## config.mk

```make
export PLATFORM = sky130hd
export DESIGN_NAME = store_serializer
export DESIGN_NICKNAME = d
export VERILOG_FILES = /design/src/rtl/store_serializer.sv
export SDC_FILE = /design/constraint.sdc
export NUM_CORES = 1
export LEC_CHECK = 0
export CORE_ASPECT_RATIO = 0.6
export CORE_MARGIN = 4
export CORE_UTILIZATION = 53
export CTS_BUF_LIST = sky130_fd_sc_hd__clkbuf_4
export CTS_CLUSTER_SIZE = 20
export DETAILED_ROUTE_END_ITERATION = 12
export HOLD_SLACK_MARGIN = 0.15
export PLACE_DENSITY = 0.82
export SLEW_MARGIN = 20
export SYNTH_ARGS = -nofsm -noshare
export SYNTH_HDL_FRONTEND = slang
export SYNTH_SLANG_ARGS = --single-unit
```

## constraint.sdc

```tcl
create_clock -name clk -period 4.55 [get_ports clk]
set_input_delay 0.91 -clock clk [delete_from_list [all_inputs] [get_ports clk]]
set_output_delay 0.91 -clock clk [all_outputs]
set_load 0.05 [all_outputs]
```

## src/rtl/store_serializer.sv

```systemverilog
// Narrows a register value to STUR/STURW/STURH/STURB size and writes the kept
// bytes little-endian, one byte per accepted beat, flagging lossy truncation.
module store_serializer #(
    parameter int DATA_WIDTH = 64,
    parameter int ADDR_WIDTH = 64,
    parameter int SIGNED     = 1
) (
    input  logic                  clk,
    input  logic                  rst_n,
    input  logic                  req_valid,
    output logic                  req_ready,
    input  logic [ADDR_WIDTH-1:0] req_addr,
    input  logic [DATA_WIDTH-1:0] req_data,
    input  logic [1:0]            req_size,
    output logic                  mem_wr_en,
    output logic [ADDR_WIDTH-1:0] mem_addr,
    output logic [7:0]            mem_wdata,
    input  logic                  mem_ready,
    output logic                  done,
    output logic                  trunc_flag
);

    typedef enum logic [1:0] {
        ST_IDLE  = 2'd0,
        ST_WRITE = 2'd1,
        ST_DONE  = 2'd2
    } state_t;

    // Re-extend the kept part; any difference means significant bits were dropped.
    function automatic logic trunc_check(input logic [DATA_WIDTH-1:0] d,
                                         input logic [1:0]            sz);
        logic [DATA_WIDTH-1:0] ext;
        ext = d;
        case (sz)
            2'd0: ext = (SIGNED != 0) ? {{(DATA_WIDTH-8){d[7]}}, d[7:0]}
                                      : {{(DATA_WIDTH-8){1'b0}}, d[7:0]};
            2'd1: ext = (SIGNED != 0) ? {{(DATA_WIDTH-16){d[15]}}, d[15:0]}
                                      : {{(DATA_WIDTH-16){1'b0}}, d[15:0]};
            2'd2: ext = (SIGNED != 0) ? {{(DATA_WIDTH-32){d[31]}}, d[31:0]}
                                      : {{(DATA_WIDTH-32){1'b0}}, d[31:0]};
            2'd3: ext = d;
            default: ext = d;
        endcase
        return (ext != d);
    endfunction

    state_t                state_r, state_s;
    logic [2:0]            cnt_r, cnt_s;
    logic [2:0]            cnt_inc_s;
    logic                  last_s;
    logic [ADDR_WIDTH-1:0] base_r, base_s;
    logic [DATA_WIDTH-1:0] data_r, data_s;
    logic [1:0]            size_r, size_s;
    logic                  trunc_pend_r, trunc_pend_s;
    logic                  req_ready_r, req_ready_s;
    logic                  mem_wr_en_r, mem_wr_en_s;
    logic [ADDR_WIDTH-1:0] mem_addr_r, mem_addr_s;
    logic [7:0]            mem_wdata_r, mem_wdata_s;
    logic                  done_r, done_s;
    logic                  trunc_flag_r, trunc_flag_s;

    // Last beat index is N-1; the 3-bit wrap makes size 3 yield 7.
    assign cnt_inc_s = cnt_r + 3'd1;
    assign last_s    = (cnt_r == ((3'd1 << size_r) - 3'd1));

    // Next-state and next-output decode; outputs are registered one cycle ahead.
    always_comb begin
        state_s      = state_r;
        cnt_s        = cnt_r;
        base_s       = base_r;
        data_s       = data_r;
        size_s       = size_r;
        trunc_pend_s = trunc_pend_r;
        req_ready_s  = req_ready_r;
        mem_wr_en_s  = mem_wr_en_r;
        mem_addr_s   = mem_addr_r;
        mem_wdata_s  = mem_wdata_r;
        done_s       = 1'b0;
        trunc_flag_s = trunc_flag_r;
        case (state_r)
            ST_IDLE: begin
                if (req_valid && req_ready_r) begin
                    state_s      = ST_WRITE;
                    cnt_s        = 3'd0;
                    base_s       = req_addr;
                    data_s       = req_data;
                    size_s       = req_size;
                    trunc_pend_s = trunc_check(req_data, req_size);
                    req_ready_s  = 1'b0;
                    mem_wr_en_s  = 1'b1;
                    mem_addr_s   = req_addr;
                    mem_wdata_s  = req_data[7:0];
                end else begin
                    req_ready_s = 1'b1;
                    mem_wr_en_s = 1'b0;
                end
            end
            ST_WRITE: begin
                // A stalled beat keeps address and data exactly as presented.
                if (mem_ready) begin
                    if (last_s) begin
                        state_s      = ST_DONE;
                        mem_wr_en_s  = 1'b0;
                        mem_addr_s   = {ADDR_WIDTH{1'b0}};
                        mem_wdata_s  = 8'd0;
                        done_s       = 1'b1;
                        trunc_flag_s = trunc_pend_r;
                    end else begin
                        cnt_s       = cnt_inc_s;
                        mem_addr_s  = base_r + ADDR_WIDTH'(cnt_inc_s);
                        mem_wdata_s = data_r[{cnt_inc_s, 3'b000} +: 8];
                    end
                end else begin
                    mem_wr_en_s = 1'b1;
                end
            end
            ST_DONE: begin
                state_s     = ST_IDLE;
                req_ready_s = 1'b1;
                mem_wr_en_s = 1'b0;
            end
            default: begin
                state_s     = ST_IDLE;
                cnt_s       = 3'd0;
                req_ready_s = 1'b1;
                mem_wr_en_s = 1'b0;
                mem_addr_s  = {ADDR_WIDTH{1'b0}};
                mem_wdata_s = 8'd0;
            end
        endcase
    end

    // State, captured request and registered outputs.
    always_ff @(posedge clk or negedge rst_n) begin
        if (!rst_n) begin
            state_r      <= ST_IDLE;
            cnt_r        <= 3'd0;
            base_r       <= {ADDR_WIDTH{1'b0}};
            data_r       <= {DATA_WIDTH{1'b0}};
            size_r       <= 2'd0;
            trunc_pend_r <= 1'b0;
            req_ready_r  <= 1'b1;
            mem_wr_en_r  <= 1'b0;
            mem_addr_r   <= {ADDR_WIDTH{1'b0}};
            mem_wdata_r  <= 8'd0;
            done_r       <= 1'b0;
            trunc_flag_r <= 1'b0;
        end else begin
            state_r      <= state_s;
            cnt_r        <= cnt_s;
            base_r       <= base_s;
            data_r       <= data_s;
            size_r       <= size_s;
            trunc_pend_r <= trunc_pend_s;
            req_ready_r  <= req_ready_s;
            mem_wr_en_r  <= mem_wr_en_s;
            mem_addr_r   <= mem_addr_s;
            mem_wdata_r  <= mem_wdata_s;
            done_r       <= done_s;
            trunc_flag_r <= trunc_flag_s;
        end
    end

    assign req_ready  = req_ready_r;
    assign mem_wr_en  = mem_wr_en_r;
    assign mem_addr   = mem_addr_r;
    assign mem_wdata  = mem_wdata_r;
    assign done       = done_r;
    assign trunc_flag = trunc_flag_r;

endmodule

```

**After elaboration in Yosys (flattened, before gate mapping)**

Cells that the tools add are included.

- Input port bits: 134
- Register bits after elaboration: 212
- Output and inout bits: 76
- Logic and storage cells: 66

- Shift operators: 2
- Eq/ne operators: 12
- Reductions and logical operators: 8
- Bitwise gates (word level): 1
- Multiplexer cells: 28
- Add/subtract/negate cells: 3

Operator list:

| cell | number |
|---|---|
| 2-to-1 mux 64 bit | 5 |
| case mux 64 bit (4 select lines) | 1 |
| case mux 64 bit (3 select lines) | 1 |
| adder 64 x 3 -> 64 bit | 1 |
| inequality test 64 bit | 1 |
| variable part select 64 x 7 -> 8 bit | 1 |
| 2-to-1 mux 8 bit | 3 |
| case mux 8 bit (3 select lines) | 1 |
| 2-to-1 mux 3 bit | 3 |
| case mux 3 bit (3 select lines) | 1 |
| AND reduction 3 bit | 3 |
| inequality test 2 bit, second input constant | 4 |
| 2-to-1 mux 1 bit | 7 |
| == test 2 bit, second input constant | 3 |
| 2-to-1 mux 2 bit | 3 |
| == test 2 x 1 -> 1 bit, second input constant | 2 |
| zero test 2 bit | 2 |
| case mux 1 bit (2 select lines) | 2 |
| case mux 2 bit (2 select lines) | 1 |
| AND reduction 4 bit | 1 |
| adder 3 x 1 -> 3 bit, second input constant | 1 |
| == test 3 bit | 1 |
| inequality test 3 bit, second input constant | 1 |
| << shifter 1 x 2 -> 3 bit, first input constant | 1 |
| 4 further kinds | 4 |

**Depth between registers and ports, before layout**

- Depth after elaboration: 6
- Depth in mapped cells: 12

**Least setup slack after synthesis**

OpenSTA, ideal clock, no wires.

- Path kind: register to register
- Start point: register cnt_r[0]
- End point: register mem_addr_r[34] (netlist: mem_addr[34])
- Stages on the path, launching flop included: 13
- Data required time: 4.412 ns
- Data arrival time: 3.054 ns
- Slack: 1.358 ns
- Setup time: 0.138 ns
- Cell sequence: dfrtp_1 buf_2 clkbuf_1 inv_1 ha_1 fa_1 a21o_1 and2_1 nand3_1 buf_2 nor3_1 xnor2_1 o211ai_1

- Longest elaborated chain between the ends: 5
- Elaborated cells between the ends (all ways): 6
- Those cells by class: 2 x add/sub; 1 x eq/ne; 3 x mux

RTL lines:

| what | line | text |
|---|---|---|
| from (decl) | 48 | `logic [2:0] cnt_r, cnt_s;` |
| from (signal assigned) | 150 | `cnt_r <= cnt_s;` |
| adder 3 x 1 -> 3 bit | 63 | `assign cnt_inc_s = cnt_r + 3'd1;` |
| adder 64 x 3 -> 64 bit | 110 | `mem_addr_s = base_r + ADDR_WIDTH'(cnt_inc_s);` |
| 2-to-1 mux 64 bit (*) | 101 | `if (last_s) begin` |
| 2-to-1 mux 64 bit (*) | 100 | `if (mem_ready) begin` |
| case mux 64 bit (3 select lines) (*) | 80 | `case (state_r)` |
| to (signal assigned) | 144 | `mem_addr_r <= {ADDR_WIDTH{1'b0}};` |
| to (signal assigned) | 157 | `mem_addr_r <= mem_addr_s;` |
| to (decl) | 57 | `logic [ADDR_WIDTH-1:0] mem_addr_r, mem_addr_s;` |

Mark *: on every way between the ends. The rest lies on a longest branch, timed or not. The select of a mux whose other input is x is not followed.
A chain may end at the register's enable or synchronous reset.

**Worst setup path in the final report**

- Start point: register cnt_r[1]
- End point: register mem_addr_r[32] (netlist: mem_addr[32])

Same word-level chain as after synthesis.

==> reports/results.ini <==
[finish]
layout.cells.non_filler=1625
fin_nets=1483
drive_above_1_share_pct=9.43
antenna_cells=0
area.growth.synth_to_final_pct=28.8

[power_and_ir_drop]
leakage_nw=5.88
design_power_total_mw=8.72
p_per_area_nw_per_um2=661
ir_worst_vdd_v=0.000376

[sta]
fin_crit_ns=3.39
fin_crit_sh_pct=74.5
fin_hold_ws_ns=0.369
slew_headroom_pct=34.3
worstMarginPinSlew_ns=0.985
rsz0062_at_grt=false
finalMaxSlewViolations=0
fmax_mhz=295
finalHoldViolCount=0
setup_viol=0
finalClockSkew_ns=0.0439
timing.final.ws_setup_ns=1.16
tns_ns=0

[global_routing]
grt_antenna_before_repair=0
grt_pass1_wl_microns=48200
overflow=0
grt_max_degree=141
grt_usage_pct=27.2
grt_pass1_vias=9291

[worst_setup_path]
crit_buf_inv=2
crit_family=simple AND/OR/NAND/NOR gates
critPathCaptureType=flop
slowest_delay_ns=0.64
cp-startpoint=cnt_r[1]
r2r-start=cnt_r[1]
worstPathRequired_ns=5.00
cp-start-kind=flop
arrival_ns=3.84
path_class=flop to flop
crit_chain=ha_1 -> xor2_1 -> buf_4 -> ha_1 -> a21o_1 -> and2_1 -> nand3_1 -> buf_4 -> nor3_1 -> xnor2_1 -> o211ai_1
crit_slowest_cell=nand3_1
worstPathMaxFanout=16
ff2ff_setup_slack_ns=1.16

[routing]
drt_iter0_drc=965
wl_per_cell_microns=18.3
routed_wl_microns=29700
antenna_left=0
drtPass1Iterations=5
drc=0
vias_per_cell=5.66
vias=9200

[yosys]
syn_nets=1264
synth-async-reset-ratio_pct=100
postSynthAreaPerCell_sq_um=9.12
synth_enable_flop_cells=0
yosysSeqAreaShare_pct=51.7
netlist_area_sq_um=10300
netlist_instances=1125
synth_cell_types=46
yosysWarnings=0
yosys_register_bits=212
synthFlopType=dfrtp_1

[floorplanning]
coreArea_sq_um=19000
num_rows=39
die_h_microns=116
ios=210
die_area_sq_um=21700
fp.dieW_microns=188
initial_utilization_pct=53.9

[placement]
placed_cells=1538
pre_cts_slack_ns=1.09
place_congestion=0.890
io_buffers=209
hpwl_microns=20600

[clock_tree]
cts_setup_buffers=0
clock_path_buffers=3
insertion_delay_ns=0.64
clk_pin_slew_ns=0.08
cts_resized=0
root_buffer=clkbuf_4
tritoncts=yes
htreeDepth=2
postCtsHoldBufs=0
cts_buffers=50
cts.sinks=212

[outcome]
status=finished, final reports clean

[worst_hold_path]
hold_path_class=input pin to asynchronous set/reset pin

[flow_run]
timing.max_cap.violations=0

==> registers in the layout, indices dropped and copies added (netlist names) <==
name	count
trunc_flag	1
size_r	2
state_r	2
mem_wdata	8
data_r	64
trunc_pend_r	1
cnt_r	3
mem_wr_en	1
done	1
mem_addr	64
base_r	64
req_ready	1
==> cell families after synthesis <==
group / count (synthesis) / share of synthesized area [%]
AO/OA/AOI/OAI: 116 / 8.14
XOR/XNOR: 64 / 5.47
adder cells (fa/ha/maj): 5 / 0.683
buffers and inverters: 71 / 2.71
flip-flops: 212 / 51.7
multiplexers: 28 / 4.71
AND/OR/NAND/NOR: 629 / 26.6
==> layout make-up <==
class	instances	area [sq um]
Clock buffer	73	548
Clock inverter	14	52.6
Fill cell	1470	5830
Inverter	12	45.0
Multi-Input combinational cell	842	4700
Sequential cell	212	5310
Tap cell	246	308
Timing Repair Buffer	226	2250
==> power breakdown <==
group | leakage (nW) | switching [mW] | internal (mW)
combinational | 2.79 | 2.55 | 1.46
clock | 0.360 | 0.757 | 0.732
sequential | 2.74 | 0.606 | 2.62
==> Yosys cell counts, types with 3 or more instances <==
cell type / n / share of area (%)
nand2_1: 475 / 17
dfrtp_1: 211 / 51
o211ai_1: 54 / 4.0
clkbuf_1: 52 / 1.9
xnor2_1: 47 / 4.0
nor4_1: 32 / 2.0
nand4_1: 30 / 1.8
o21ai_0: 28 / 1.4
nand3_1: 23 / 1.1
nor2_1: 19 / 0.70
nor3_1: 18 / 0.88
xor2_1: 17 / 1.5
mux4_2: 16 / 3.5
a22o_1: 14 / 1.2
inv_1: 12 / 0.44
mux2i_1: 10 / 0.98
nor3_2: 7 / 0.68
a21o_1: 4 / 0.29
a21oi_1: 4 / 0.20
and4_1: 4 / 0.34
ha_1: 4 / 0.49
o211ai_2: 4 / 0.49
or4_1: 4 / 0.29
a32o_1: 3 / 0.29
and2_1: 3 / 0.18
buf_1: 3 / 0.11
buf_2: 3 / 0.15
nand2b_1: 3 / 0.18
==> cells in the final DEF, fill, tap and decap left out, types with 14 or more instances in the layout <==
master           instances
a22o_1                  14
buf_4                   15
clkbuf_4                73
clkdlybuf4s50_1        208
dfrtp_1                211
mux4_2                  16
nand2_1                474
nand3_1                 22
nand4_1                 30
nor2_1                  18
nor3_1                  17
nor4_1                  32
o211ai_1                54
o21ai_0                 28
xnor2_1                 47
xor2_1                  17
==> worst register-to-register path: stages, from the launching register on <==
cell and delay [ns]:
dfrtp_1 0.41, ha_1 0.23, xor2_1 0.17, buf_4 0.19
ha_1 0.36, a21o_1 0.18, and2_1 0.20, nand3_1 0.64
buf_4 0.42, nor3_1 0.19, xnor2_1 0.14, o211ai_1 0.09
==> worst paths after layout <==
| path | end | cells past startpoint |
|---|---|---|
| min reg2reg | data_r[52] | 2 |
| min | data_r[44] | 1 |
| min in group clk | data_r[52] | 2 |
| max in group asynchronous | base_r[61] | 2 |
| max reg2reg | mem_addr[32] | 11 |
| max | mem_addr[32] | 11 |
==> routing by layer <==
layer	routed length (microns)	track usage (%)	up-vias
met2	12300	38.5	417
met3	2960	8.49	54
met1	14000	41.3	4437
met5	0	0	-
li1	-	-	4292
met4	518	6.16	0
==> per-stage QoR <==
stage	cell area [sq um]	utilization [%]
2_1_floorplan	10300	-
3_3_place_gp	12600	66.2
3_5_place_dp	12600	66.2
4_1_cts	13200	69.4
5_1_grt	13200	69.4
6_report	13200	69.4
Power figures use the tool's default switching activity.
